<file path="src/rtl/max7219_pkg.sv">
// Shared constants, controller state type and frame formatting for the MAX7219 serial driver.
// The display is refreshed with 16-bit {4'h0, addr, data} frames.
package max7219_pkg;

    localparam int FRAME_W        = 16;
    localparam int INIT_FRAMES    = 5;
    localparam int REFRESH_FRAMES = 9;

    localparam logic [3:0] ADDR_DIGIT0       = 4'h1;
    localparam logic [3:0] ADDR_DIGIT7       = 4'h8;
    localparam logic [3:0] ADDR_DECODE       = 4'h9;
    localparam logic [3:0] ADDR_INTENSITY    = 4'hA;
    localparam logic [3:0] ADDR_SCAN_LIMIT   = 4'hB;
    localparam logic [3:0] ADDR_SHUTDOWN     = 4'hC;
    localparam logic [3:0] ADDR_DISPLAY_TEST = 4'hF;

    typedef enum logic [1:0] {
        RESET_INIT,
        IDLE,
        SEND,
        GAP
    } ctrl_state_t;

    function automatic logic [FRAME_W-1:0] mk_frame(input logic [3:0] addr, input logic [7:0] data);
        return {4'h0, addr, data};
    endfunction

    // Word for position idx of the init (5 frames) or refresh (9 frames) sequence.
    function automatic logic [FRAME_W-1:0] frame_word(input logic        is_init,
                                                      input logic [3:0]  idx,
                                                      input logic [3:0]  intensity,
                                                      input logic [63:0] digits);
        logic [FRAME_W-1:0] w;
        w = mk_frame(ADDR_INTENSITY, {4'h0, intensity});
        if (is_init) begin
            case (idx)
                4'd0:    w = mk_frame(ADDR_DISPLAY_TEST, 8'h00);
                4'd1:    w = mk_frame(ADDR_SCAN_LIMIT, 8'h07);
                4'd2:    w = mk_frame(ADDR_DECODE, 8'hFF);
                4'd3:    w = mk_frame(ADDR_INTENSITY, {4'h0, intensity});
                default: w = mk_frame(ADDR_SHUTDOWN, 8'h01);
            endcase
        end else if (idx != 4'd0 && (ADDR_DIGIT0 + idx - 4'd1) <= ADDR_DIGIT7) begin
            w = mk_frame(ADDR_DIGIT0 + idx - 4'd1, digits[(int'(idx) - 1) * 8 +: 8]);
        end
        return w;
    endfunction

endpackage

</file>
<file path="src/rtl/max7219_tx_frame_shift.sv">
// Serialises one 16-bit frame onto din/clk/load: 16 bit slots, a din=0 tail, then a load-high gap.
// A new start is accepted while idle or in the very last gap cycle, so frames can run back to back.
module max7219_frame_shift
    import max7219_pkg::*;
#(
    parameter int unsigned CLK_DIV = 2
) (
    input  logic               i_clk,
    input  logic               i_reset,
    input  logic               i_start,
    input  logic [FRAME_W-1:0] i_word,
    output logic               o_din,
    output logic               o_sclk,
    output logic               o_load,
    output logic               o_hold,
    output logic               o_done
);

    typedef enum logic [1:0] {
        PH_IDLE,
        PH_BITS,
        PH_TAIL,
        PH_HOLD
    } phase_t;

    localparam logic [8:0] HALF_TC = 9'(CLK_DIV - 1);
    localparam logic [8:0] HOLD_TC = 9'(2 * CLK_DIV - 1);

    phase_t             phase_q, phase_d;
    logic [3:0]         bit_q, bit_d;
    logic               half_q, half_d;
    logic [8:0]         div_q, div_d;
    logic [FRAME_W-1:0] word_q, word_d;
    logic               din_q, din_d;
    logic               sclk_q, sclk_d;
    logic               load_q, load_d;
    logic               div_tc;
    logic               can_start;

    always_ff @(posedge i_clk or posedge i_reset) begin
        if (i_reset) begin
            phase_q <= PH_IDLE;
            bit_q   <= '0;
            half_q  <= 1'b0;
            div_q   <= '0;
            word_q  <= '0;
            din_q   <= 1'b0;
            sclk_q  <= 1'b0;
            load_q  <= 1'b1;
        end else begin
            phase_q <= phase_d;
            bit_q   <= bit_d;
            half_q  <= half_d;
            div_q   <= div_d;
            word_q  <= word_d;
            din_q   <= din_d;
            sclk_q  <= sclk_d;
            load_q  <= load_d;
        end
    end

    always_comb begin
        phase_d = phase_q;
        bit_d   = bit_q;
        half_d  = half_q;
        div_d   = div_q;
        word_d  = word_q;
        o_done  = 1'b0;
        div_tc  = (div_q == 9'd0);

        case (phase_q)
            PH_BITS: begin
                if (!div_tc) begin
                    div_d = div_q - 9'd1;
                end else if (!half_q) begin
                    half_d = 1'b1;
                    div_d  = HALF_TC;
                end else if (bit_q == 4'd0) begin
                    phase_d = PH_TAIL;
                    half_d  = 1'b0;
                    div_d   = HALF_TC;
                end else begin
                    bit_d  = bit_q - 4'd1;
                    half_d = 1'b0;
                    div_d  = HALF_TC;
                end
            end
            PH_TAIL: begin
                if (!div_tc) begin
                    div_d = div_q - 9'd1;
                end else begin
                    phase_d = PH_HOLD;
                    div_d   = HOLD_TC;
                end
            end
            PH_HOLD: begin
                if (!div_tc) begin
                    div_d = div_q - 9'd1;
                end else begin
                    phase_d = PH_IDLE;
                    o_done  = 1'b1;
                end
            end
            default: ;
        endcase

        can_start = (phase_q == PH_IDLE) || (phase_q == PH_HOLD && div_tc);
        if (i_start && can_start) begin
            phase_d = PH_BITS;
            bit_d   = 4'd15;
            half_d  = 1'b0;
            div_d   = HALF_TC;
            word_d  = i_word;
        end

        // Outputs are registered from the next state so the pins never glitch.
        din_d  = (phase_d == PH_BITS) ? word_d[bit_d] : 1'b0;
        sclk_d = (phase_d == PH_BITS) && half_d;
        load_d = !((phase_d == PH_BITS) || (phase_d == PH_TAIL));
    end

    assign o_din  = din_q;
    assign o_sclk = sclk_q;
    assign o_load = load_q;
    assign o_hold = (phase_q == PH_HOLD);

endmodule

</file>
<file path="src/rtl/max7219_tx.sv">
// MAX7219 sequencer: sends the init sequence after reset, then 9-frame refreshes on request.
// Requests arriving while busy collapse into one pending refresh that starts back to back.
module max7219_tx
    import max7219_pkg::*;
#(
    parameter int unsigned CLK_DIV = 2
) (
    input  logic        i_clk,
    input  logic        i_reset,
    input  logic        i_write,
    input  logic [3:0]  i_intensity,
    input  logic [63:0] i_digits,
    output logic        o_busy,
    output logic        o_serial_din,
    output logic        o_serial_load,
    output logic        o_serial_clk
);

    ctrl_state_t        state_q, state_d;
    logic [3:0]         idx_q, idx_d;
    logic               init_q, init_d;
    logic               pending_q, pending_d;
    logic [3:0]         snap_int_q, snap_int_d;
    logic [63:0]        snap_dig_q, snap_dig_d;
    logic               busy_q, busy_d;
    logic               start;
    logic               new_snap;
    logic [3:0]         last_idx;
    logic [3:0]         cur_int;
    logic [63:0]        cur_dig;
    logic [FRAME_W-1:0] word;
    logic               fs_hold;
    logic               fs_done;

    always_ff @(posedge i_clk or posedge i_reset) begin
        if (i_reset) begin
            state_q    <= RESET_INIT;
            idx_q      <= '0;
            init_q     <= 1'b1;
            pending_q  <= 1'b0;
            snap_int_q <= '0;
            snap_dig_q <= '0;
            busy_q     <= 1'b1;
        end else begin
            state_q    <= state_d;
            idx_q      <= idx_d;
            init_q     <= init_d;
            pending_q  <= pending_d;
            snap_int_q <= snap_int_d;
            snap_dig_q <= snap_dig_d;
            busy_q     <= busy_d;
        end
    end

    always_comb begin
        state_d    = state_q;
        idx_d      = idx_q;
        init_d     = init_q;
        pending_d  = pending_q;
        snap_int_d = snap_int_q;
        snap_dig_d = snap_dig_q;
        start      = 1'b0;
        new_snap   = 1'b0;
        last_idx   = init_q ? 4'(INIT_FRAMES - 1) : 4'(REFRESH_FRAMES - 1);

        if (i_write && state_q != IDLE) begin
            pending_d = 1'b1;
        end

        case (state_q)
            RESET_INIT: begin
                new_snap = 1'b1;
                init_d   = 1'b1;
                idx_d    = 4'd0;
                start    = 1'b1;
                state_d  = SEND;
            end
            IDLE: begin
                if (i_write) begin
                    new_snap = 1'b1;
                    init_d   = 1'b0;
                    idx_d    = 4'd0;
                    start    = 1'b1;
                    state_d  = SEND;
                end
            end
            SEND: begin
                if (fs_hold) begin
                    state_d = GAP;
                end
            end
            GAP: begin
                if (fs_done) begin
                    if (idx_q != last_idx) begin
                        idx_d   = idx_q + 4'd1;
                        start   = 1'b1;
                        state_d = SEND;
                    end else if (pending_q || i_write) begin
                        // A request landing on the final cycle is served like a pending one.
                        pending_d = 1'b0;
                        new_snap  = 1'b1;
                        init_d    = 1'b0;
                        idx_d     = 4'd0;
                        start     = 1'b1;
                        state_d   = SEND;
                    end else begin
                        state_d = IDLE;
                    end
                end
            end
            default: state_d = RESET_INIT;
        endcase

        if (new_snap) begin
            snap_int_d = i_intensity;
            snap_dig_d = i_digits;
        end
        cur_int = new_snap ? i_intensity : snap_int_q;
        cur_dig = new_snap ? i_digits : snap_dig_q;
        word    = frame_word(init_d, idx_d, cur_int, cur_dig);
        busy_d  = (state_d != IDLE) || pending_d;
    end

    max7219_frame_shift #(
        .CLK_DIV(CLK_DIV)
    ) u_frame_shift (
        .i_clk  (i_clk),
        .i_reset(i_reset),
        .i_start(start),
        .i_word (word),
        .o_din  (o_serial_din),
        .o_sclk (o_serial_clk),
        .o_load (o_serial_load),
        .o_hold (fs_hold),
        .o_done (fs_done)
    );

    assign o_busy = busy_q;

endmodule

</file>
<file path="config.mk">
export PLATFORM = sky130hd
export DESIGN_NAME = max7219_tx
export DESIGN_NICKNAME = d
export VERILOG_FILES = /design/src/rtl/max7219_pkg.sv /design/src/rtl/max7219_tx_frame_shift.sv /design/src/rtl/max7219_tx.sv
export SDC_FILE = /design/constraint.sdc
export NUM_CORES = 1
export LEC_CHECK = 0
export ABC_AREA = 1
export BUFFER_PORTS_ARGS = -buffer_cell sky130_fd_sc_hd__buf_2
export CAP_MARGIN = 30
export CORE_MARGIN = 8
export CORE_UTILIZATION = 40
export DETAILED_ROUTE_END_ITERATION = 7
export MAX_ROUTING_LAYER = met4
export SKIP_LAST_GASP = 1
export SYNTH_ARGS = -nofsm -noshare
export SYNTH_HDL_FRONTEND = slang
export SYNTH_SLANG_ARGS = --single-unit
</file>
<file path="constraint.sdc">
create_clock -name i_clk -period 6.6 [get_ports i_clk]
set_clock_uncertainty 0.05 [all_clocks]
set_input_delay 1.32 -clock i_clk [delete_from_list [all_inputs] [get_ports i_clk]]
set_output_delay 1.32 -clock i_clk [all_outputs]
set_load 0.005 [all_outputs]
</file>
==> results of run 1 <==
state kept, by name, summed over array words and instances, names as in the netlist:
signal	cells
o_busy	1
snap_dig_q	64
u_frame_shift.div_q	9
u_frame_shift.half_q	1
snap_int_q	4
u_frame_shift.o_din	1
idx_q	4
u_frame_shift.bit_q	4
pending_q	1
init_q	1
u_frame_shift.phase_q	2
u_frame_shift.word_q	16
u_frame_shift.o_sclk	1
u_frame_shift.o_load	1
state_q	2
cell usage in the layout, fill, tap and decap left out, drive strengths merged:
master / Yosys / routed
nand2: 301 / 301
dfrtp: 109 / 109
inv: 96 / 99
buf: 20 / 79
nor2: 75 / 75
nand3: 67 / 67
o21ai: 37 / 37
o22ai: 16 / 16
a21oi: 16 / 16
nand3b: 10 / 10
ha: 10 / 10
nor3: 10 / 10
clkbuf: 8 / 10
a31oi: 4 / 4
a211oi: 4 / 4
xor2: 4 / 4
clkinv: 1 / 4
a21boi: 3 / 3
o211ai: 3 / 3
dfstp: 3 / 3
or2: 3 / 3
o31ai: 2 / 2
mux2i: 2 / 2
a41oi: 1 / 1
nand4: 1 / 1
o21a: 1 / 1
a22o: 1 / 1
nor4: 1 / 1
a311oi: 1 / 1
nor3b: 1 / 1
xnor2: 1 / 1
a32o: 1 / 1
o21bai: 1 / 1
a32oi: 1 / 1
and2: 1 / 1
and3: 1 / 1
layout make-up:
type                    count  area [µm²]  share of cell area
multi-input cells         580        2823              0.4069
flip-flops and latches    112        2806              0.4045
repair buffers             79       407.9             0.05879
inverters                  97       366.6             0.05284
clock buffers              10       239.0             0.03445
well taps                 188       235.2             0.03390
clock inverters             6       60.06            0.008656
how the worst min path moves through the flow:
stage	depth (start not counted)	endpoint	start	slack (ns)
after floorplan	2	snap_dig_q[0]	snap_dig_q[0]	0.38
after CTS	2	snap_dig_q[24]	snap_dig_q[24]	0.43
final	2	snap_dig_q[0]	snap_dig_q[0]	0.42
after global routing	2	u_frame_shift.word_q[13]	u_frame_shift.word_q[13]	0.45
after detailed placement	2	snap_dig_q[24]	snap_dig_q[24]	0.40
after global placement	2	snap_dig_q[0]	snap_dig_q[0]	0.40
per-layer routing:
metal	part of all wire	GRT usage
met5	0	-
met4	0.012	0.04686
met3	0.035	0.02854
met2	0.45	0.2415
met1	0.50	0.2091
power by group through the flow:
stage               Clock (mW)  Sequential, mW  Combinational (mW)
CTS                      0.564           0.686              0.0374
global placement             0           0.699              0.0366
global route             0.590           0.686              0.0419
finish                   0.553           0.686              0.0357
detailed placement           0           0.699              0.0373
floorplan                    0           0.699              0.0117
worst max-delay path, cell delays in order:
cell                      delay (ns)
sky130_fd_sc_hd__buf_2          0.11
sky130_fd_sc_hd__inv_1          0.06
sky130_fd_sc_hd__nand2_1        0.06
sky130_fd_sc_hd__nand2_1        0.07
sky130_fd_sc_hd__buf_4          0.30
sky130_fd_sc_hd__o21ai_0        0.14
sky130_fd_sc_hd__nand2_1        0.13
sky130_fd_sc_hd__nand2_4        0.23
sky130_fd_sc_hd__inv_2          0.10
sky130_fd_sc_hd__buf_4          0.32
sky130_fd_sc_hd__ha_1           0.50
sky130_fd_sc_hd__inv_1          0.47
sky130_fd_sc_hd__nand3_1        0.13
sky130_fd_sc_hd__nand2_1        0.09
sky130_fd_sc_hd__nand2_1        0.05
sky130_fd_sc_hd__nand2_1        0.08
sky130_fd_sc_hd__nand2_1        0.05
sky130_fd_sc_hd__nand2_1        0.06
sky130_fd_sc_hd__nand2_1        0.06
sky130_fd_sc_hd__nand2_2        0.06
sky130_fd_sc_hd__nand2_1        0.05
sky130_fd_sc_hd__nand2_1        0.06
sky130_fd_sc_hd__nand2_1        0.04
sky130_fd_sc_hd__nor2_1         0.09
sky130_fd_sc_hd__nor2_1         0.05
sky130_fd_sc_hd__nor2_1         0.08
metrics by stage:
stage,power (mW),cells
after CTS,1.287,1072
after floorplan,0.7110,817
final,1.274,1072
after global routing,1.317,1072
after detailed placement,0.7365,1056
after global placement,0.7358,1056
kinds of logic (layout without fill, tap and decap cells):
group	count (synthesis)	after routing
muxes	2	2
DFF	112	112
adders and majority gates	10	10
xor gates and xnor gates	5	5
AOI/OAI and AO/OA	92	92
buffers and inverters	125	192
and+or+nand+nor	471	471
==> results.md, run 1 <==
Global route:
- The via count of the first global-routing pass is 5,237.
- The initial antenna violation count is 0.
- The first global-routing pass estimated 24,940 µm of wire.
- Global routing finished with a remaining overflow of 0.
- Entering global routing, the biggest net connects 65 pins.
- The global routing usage summed across all routing layers is 0.1574.

Logic synthesis:
- The area share of fa/ha/maj cells after synthesis is 0.02037.
- The most frequently used cell type in the post-synthesis netlist is sky130_fd_sc_hd__nand2_1.
- Synthesis produced a netlist with a net count of 898.
- Of the post-synthesis cell area, the dominant cell type holds 0.4440.
- The simple logic cell fraction of the synthesized area is 0.3334.
- The share of flip-flops with an asynchronous set or reset is 1.000.
- Yosys attributes the largest share of cell area to sky130_fd_sc_hd__dfrtp_1 44%, sky130_fd_sc_hd__nand2_1 18%, sky130_fd_sc_hd__inv_1 5.3%, sky130_fd_sc_hd__nand3_1 5.2%, sky130_fd_sc_hd__nor2_1 4.2%.
- Sorting the synthesized cells by how often they occur yields 290 x sky130_fd_sc_hd__nand2_1, 109 x sky130_fd_sc_hd__dfrtp_1, 87 x sky130_fd_sc_hd__inv_1, 68 x sky130_fd_sc_hd__nor2_1, 64 x sky130_fd_sc_hd__nand3_1.
- The number of synthesis warnings is 0.
- The number of synthesized register bits is about 110.
- The synthesized netlist contains 53 unique library cells.
- The proportion of synthesized chip area in sequential cells is 0.4568.
- The area fraction in compound gates after synthesis is 0.09226.
- Dividing the synthesized area by the synthesized cell count gives 7.519 µm².
- The most used flip-flop cell after synthesis is sky130_fd_sc_hd__dfrtp_1.
- Of the total synthesized cell area, the portion taken by XOR and XNOR cells is 0.01018.
- The combinational family with the most area after synthesis is simple AND/OR/NAND/NOR gates.
- sky130_fd_sc_hd__dfrtp_1 takes more of the synthesized area than any other cell.
- The synthesized design contains 0 enable-type register cells.
- The combined area of all synthesized cells is 6143 µm².
- The portion of netlist area occupied by mux cells is 0.003259.
- The post-synthesis cell count is 817.

Clock network:
- The tree is rooted in a sky130_fd_sc_hd__clkbuf_16.
- The clock sink count is 112.
- Hold repair after CTS inserted 0 buffers.
- In this run, CTS created clock tree buffers numbering 9.
- TritonCTS built the clock tree.
- Clock-pin slew was measured on the worst setup and hold paths at 0.08 ns.
- In this run, post-CTS repair resized a total of 0 instances.
- The number of buffers on the longest clock path is 2.
- Buffers added to address setup during post-CTS repair amount to 0.
- The maximum level of the CTS H-tree is 3.
- Clock latency on the worst-skew pair, taken at its later pin, is 0.36 ns.

Drt:
- The overall via count from detail_route is 5,205.
- Dividing the detail-routed wire length by the instance count gives around 14 µm.
- The final wirelength is 14,480 µm.
- The first-iteration detailed-routing DRC count is 368.
- The first detailed-routing pass ran for 5 iterations.
- The remaining antenna violation count after routing is 0.
- The average vias per placed instance is 4.855.
- The total DRC errors in the routed layout is 0.

STA:
- The setup slack of the critical path after layout is 2.078 ns.
- The clock period minus final worst setup slack is 4.522 ns.
- Of the available clock period, the critical path in the final layout requires 0.6852.
- Headroom to the max-slew limit came out at 0.4751.
- The tightest hold margin is 0.4214 ns.
- The final number of setup-violating endpoints is 0.
- The aggregate negative setup slack is 0 ns.
- The number of slew-limit violations in the final report came to 0.
- The final number of hold-violating endpoints came to 0.
- The maximum clock frequency is 0.2211 GHz.
- At the pin with the least slew margin, the transition time is 0.7874 ns.
- Setup repair after global routing left no endpoint under its margin.

Power and ir drop:
- The share of total power dissipated in sequential elements is 0.538.
- The worst supply voltage drop on vdd is 0.0001104 V.
- The switching power share of the total is 0.2333.
- The proportion of power drawn by the clock network is 0.434.
- The switching power total is ~300 µW.
- The static leakage power is 3.910 nW.
- The fraction of power consumed by combinational cells is 0.028.
- The design internal power is 976.9 µW.
- The areal power density over the cells is 183.6 nW/µm².

Worst setup path:
- Tracing the worst setup path back leads to its startpoint at i_write.
- In this run the register-to-register setup slack is roughly 2.4 ns.
- The element type at the critical path start is a primary input.
- For the worst setup path, the data arrival time is about 4.8 ns.
- The most critical setup path has its endpoint at u_frame_shift.o_din.
- The critical register-to-register path startpoint is u_frame_shift.div_q[0].
- The kind of critical path is primary input to register.
- Counting cells, the worst reg-to-reg path comes to 26.
- The worst path required time is 6.84 ns.
- In this run the critical register-to-register path is captured at u_frame_shift.o_din.
- The maximum fanout along the worst path is 37.
- The endpoint type of the worst setup path is a register.

Layout:
- The proportion of layout cells with a drive suffix above 1 is 0.1561.
- The area of all placed cells without fillers is 6938 µm².
- At the end of the flow, the number of nets in the layout was 960.
- 0 antenna diodes ended up in the layout.
- The filler cells instantiated in the layout total approximately 1,600.
- The area added between synthesis and finish is 12.93%.
- For this run, the share of the core covered by cells in the final layout is 0.4598.

Die:
- The number of top-level pins is 75.
- The standard-cell row count is 45.
- The floorplan step defined a core boundary enclosing between 15,000 and 20,000 µm².
- The width of the chip is 139.9 µm.
- The area of the die is 19,580 µm².
- From bottom edge to top edge, the die measures 139.9 µm.
- The effective utilization at floorplan is 0.4071.

Placement:
- Summing all placed instances gives a cell area of 6639 µm².
- At the end of routability-driven placement, the weighted congestion stood at 0.8357.
- The HPWL after detailed placement is ~10,000 µm.
- The count of buffers added on input and output ports is 74.
- OpenSTA, run right after detailed placement, puts the worst setup slack at 1.750 ns.

Flow run:
- Across the run, the number of max-cap violations was 0.

Outcome:
- The run finished with clean final reports.

Hold path:
- The path class of the lowest-slack min-delay path is register to register.
Power figures use the tool's default switching activity.
==> run 2: changes to the inputs <==
- ABC_AREA: 1 -> 0
- clock period: 6.6 -> 4.15 ns (I/O delays scaled with it)
==> run 2 against run 1 <==
Effect of this change:
- cell count down 8.8%
- critical path depth down 9
- clock power up 72%
- clock-buffer cell count unchanged
- register-to-register slack worse by 2.2 ns
- sequential power up 66%
- sequential share of layout area down 1.7 points
- first-iteration DRC count down 17%
- total power up 74%
- flip-flop and latch count unchanged
- design area up 4.5%
- area after synthesis down 0.16%
- critical endpoint is now u_frame_shift.word_q[6]
==> results.md, run 2 <==
Power and ir drop:
- The areal power density over the cells is 305.1 nW/µm².
- VDD sags by at most between 0.00015 and 0.0002 V.
- The static leakage power is 3.558 nW.

Worst setup path:
- Data on the critical path is required at its endpoint by 4.35 ns.
- The startpoint identified for the worst register-to-register timing path is u_frame_shift.div_q[0].
- STA puts the critical path data arrival time at 4.09 ns.
- The worst setup path is launched from a register.
- The endpoint type of the worst setup path is a register.
- The highest cell delay on the worst timing path is 0.51 ns.
- Counting cells, the worst reg-to-reg path comes to 17.
- The cell with the biggest individual delay on the critical path is sky130_fd_sc_hd__or4b_4.
- The endpoint of the worst register-to-register path is u_frame_shift.word_q[6].
- Traced cell by cell, the critical path runs through inv_1 > ha_1 > or4b_4 > o32a_1 > o21ai_2 > nand2_2 > inv_2 > ha_2 > inv_1 > a311oi_2 > a31o_4 > or2_1 > buf_12 > mux2i_1 > mux2i_1 > mux2_2 > a221o_1.
- The maximum fanout along the worst path is 16.
- The critical path in this run is classified as register to register.
- The setup slack of the most critical reg-to-reg path is 0.26 ns.

Logic synthesis:
- In the post-synthesis netlist, the cell with the most instances is sky130_fd_sc_hd__nand2_1.
- The portion of synthesized area spent on multiplexers is 0.1075.
- The proportion of synthesized chip area in sequential cells is 0.4576.
- Summing every instance area after synthesis gives 6133 µm².
- The netlist uses 73 different library cells.
- The number of synthesized flops with an enable pin is 0.
- The combinational family with the most area after synthesis is simple AND/OR/NAND/NOR gates.
- The number of synthesized register bits is 112.
- The number of synthesis warnings is 0.
- After technology mapping, the gate count stands at between 600 and 700.
- The number of nets handed over by synthesis was 776.
- Of the total synthesized cell area, the portion taken by XOR and XNOR cells is 0.007140.
- The share of synthesized area in the top cell type comes to 0.4447.
- sky130_fd_sc_hd__dfrtp_1 takes more of the synthesized area than any other cell.
- Averaged over all synthesized cells, the footprint is 8.825 µm².
- Of the total synthesized cell area, the portion taken by full adders, half adders and majority gates is 0.02040.
- Sorting the synthesized cells by area gives the leading types as sky130_fd_sc_hd__dfrtp_1 44%, sky130_fd_sc_hd__nand2_1 15%, sky130_fd_sc_hd__mux2i_1 8.0%, sky130_fd_sc_hd__o21ai_0 3.5%, sky130_fd_sc_hd__a21oi_1 2.1%.
- The share of flip-flops with an asynchronous set or reset is 1.000.
- The leading register cell type out of synthesis is sky130_fd_sc_hd__dfrtp_1.
- Counting instances in the post-synthesis netlist gives the leading cell types as 237 x sky130_fd_sc_hd__nand2_1, 109 x sky130_fd_sc_hd__dfrtp_1, 49 x sky130_fd_sc_hd__mux2i_1, 43 x sky130_fd_sc_hd__o21ai_0, 27 x sky130_fd_sc_hd__nor2_1.
- The simple logic cell fraction of the synthesized area is 0.2303.
- The area fraction in compound gates after synthesis is 0.1369.

Global route:
- The total congestion overflow after global routing is 0.
- The global routing usage summed across all routing layers is 0.1647.
- The via count of the first global-routing pass is 5,178.
- The first global-routing pass estimated 25,580 µm of wire.
- The initial antenna violation count came to 0.
- Entering global routing, the biggest net connects 75 pins.

Die:
- For this configuration, the core starts out at a cell density of 0.4065.
- The die is between 100 and 150 µm wide.
- The floorplan step defined a core boundary enclosing around 15,000 µm².
- The die covers 19,550 µm².
- For this design the top-level I/O count stands at 75.
- In this run the vertical extent of the chip is around 140 µm.
- The standard-cell row count is 45.

Clock network:
- The clock sink count is between 100 and 150.
- The number of buffers on the longest clock path is 2.
- The number of hold buffers added after CTS was 0.
- The maximum level of the CTS H-tree is 3.
- TritonCTS built the clock tree.
- At the later pin of the worst-skew pair, clock insertion delay measures 0.36 ns.
- The root buffer cell is sky130_fd_sc_hd__clkbuf_16.
- In this run, CTS created clock tree buffers numbering 9.
- Clock-pin slew was measured on the worst setup and hold paths at 0.07 ns.

STA:
- The final number of setup-violating endpoints is 0.
- Hold is met by between 0.2 and 0.3 ns.
- Of the available clock period, the critical path in the final layout requires 0.9378.
- Setup repair after global routing left no endpoint under its margin.
- The number of slew-limit violations in the final report is 0.
- The aggregate negative setup slack is 0 ns.
- At the pin with the least slew margin, the transition time is 0.7900 ns.
- The maximum clock frequency is 0.2570 GHz.
- The worst pin sits at a relative slew slack of 0.4685.
- The final number of hold-violating endpoints is 0.
- The setup slack of the critical path after layout is 0.2582 ns.
- The clock period minus final worst setup slack is 3.892 ns.

Drt:
- Dividing the detail-routed wire length by the instance count gives 15.57 µm.
- Summed over all layers, the routed wires come to 15,230 µm.
- For this block, the via count after detailed routing is around 5,100.
- The detailed router finished its first iteration with 306 violations.
- For this run, design rule violations remaining after detail routing come to 0.
- The count of nets left with antenna violations once routing finished came out at 0.
- The number of detailed-routing iterations run before antenna repair is 5.
- In the routed layout, each cell is associated on average with a via count of between 5 and 6.

Placement:
- The HPWL after detailed placement is ~11,000 µm.
- OpenSTA, run right after detailed placement, puts the worst setup slack at 0.09675 ns.
- The port buffer count is 74.
- At the end of routability-driven placement, the weighted congestion stood at 0.8285.

Layout:
- The register containing the most flip-flops in the final layout is snap_dig_q.
- The final-layout fill cell count is about 1,500.
- Leaving out fill and tap cells, the most frequent cells in the layout are 237 x sky130_fd_sc_hd__nand2_1, 109 x sky130_fd_sc_hd__dfrtp_1, 74 x sky130_fd_sc_hd__buf_2.
- The area added between synthesis and finish is 18.18%.
- The count of inserted antenna diode cells is 0.
- Leaving out fill and tap cells, the most frequent cell in the layout is sky130_fd_sc_hd__nand2_1.
- The register with the most flip-flops in the layout has 64 of them.
- The largest registers in the layout are snap_dig_q x64, u_frame_shift.word_q x16, u_frame_shift.div_q x9.
- Once layout is complete, the utilization of the core stands at 0.4803.
- The final-stage net count is around 870.
- The proportion of layout cells with a drive suffix above 1 is 0.1987.

Flow run:
- Across the run, the number of max-cap violations was 0.

Outcome:
- The flow ran to the end, and the final reports show no timing, DRC or antenna violations.

Hold path:
- The path class of the lowest-slack min-delay path is primary input to async pin.
## run 2: cell count changes in the layout (fill, tap and decap cells not counted), moves of 7 or more
cell and change:
sky130_fd_sc_hd__a21oi_1 +11, sky130_fd_sc_hd__a31oi_1 +7, sky130_fd_sc_hd__buf_4 +28, sky130_fd_sc_hd__inv_1 -67, sky130_fd_sc_hd__inv_2 -7, sky130_fd_sc_hd__mux2i_1 +47, sky130_fd_sc_hd__nand2_1 -53, sky130_fd_sc_hd__nand2_2 -8
sky130_fd_sc_hd__nand3_1 -52, sky130_fd_sc_hd__nand3b_1 -9, sky130_fd_sc_hd__nor2_1 -41, sky130_fd_sc_hd__o21ai_0 +11, sky130_fd_sc_hd__o22ai_1 -15
## run 2: per-stage QoR
step,power (mW),std cells,cell area [µm²]
6_report,2.212,978,7248
5_1_grt,2.305,978,7248
4_1_cts,2.236,966,7132
3_5_place_dp,1.284,951,6814
3_3_place_gp,1.280,951,6814
2_1_floorplan,1.220,695,6136
## run 2: how the worst max path moves through the flow
stage               depth (start not counted)  slack, ns                       to                   start
floorplan                                  18       0.02  u_frame_shift.word_q[6]  u_frame_shift.div_q[0]
global placement                           17       0.27  u_frame_shift.word_q[6]  u_frame_shift.div_q[0]
detailed placement                         17        0.1  u_frame_shift.word_q[6]  u_frame_shift.div_q[0]
CTS                                        17       0.09  u_frame_shift.word_q[6]  u_frame_shift.div_q[0]
global route                               17       0.02  u_frame_shift.word_q[6]  u_frame_shift.div_q[0]
finish                                     17       0.26  u_frame_shift.word_q[6]  u_frame_shift.div_q[0]
## run 2: layer usage
layer | track usage | wire, µm | vias to the layer above
li1 | - | - | 2576
met4 | 0.04514 | 183 | 0
met1 | 0.2100 | 7089 | 2398
met3 | 0.03420 | 549 | 16
met2 | 0.2610 | 7404 | 121
met5 | - | 0 | -
## run 2: area by class of cell
cell class              instances  area, µm²  share of cell area
inverters                      22      85.08             0.01174
clock buffers                  10      229.0             0.03159
clock inverters                 5      88.84             0.01226
flip-flops and latches        112       2806              0.3872
multi-input cells             530       3098              0.4274
well taps                     188      235.2             0.03245
repair buffers                111      705.7             0.09736
## run 2: power by group
part / internal [mW] / leakage, nW / switching [mW] / total [mW]
clock: 0.534 / 0.155 / 0.415 / 0.950
sequential: 1.12 / 1.32 / 0.0160 / 1.14
combinational: 0.0549 / 2.08 / 0.0672 / 0.122
## run 2: timing repair
| item | in CTS | in global routing |
|---|---|---|
| buffers inserted | 0 | 11 |
| endpoints found under the hold margin | 0 | 0 |
| gates resized for setup | 0 | 1 |
| endpoints found under the setup margin | 0 | 7 |
## run 2: cells by family (layout without fill, tap and decap cells)
family          count (synthesis)  in the layout
xor+xnor                        5              5
compound gates                129            129
fa+ha+maj                      10             10
flops                         112            112
buf+inv                        53            148
mux                            59             59
simple gates                  327            327
## run 2: critical path: cells and delay by family (launching register included)
| family | cells | cell delay, ns |
|---|---|---|
| flops | 1 | 0.41 |
| buf+inv | 4 | 0.41 |
| compound gates | 5 | 1.28 |
| fa+ha+maj | 2 | 0.35 |
| mux | 3 | 0.55 |
| simple gates | 3 | 0.73 |
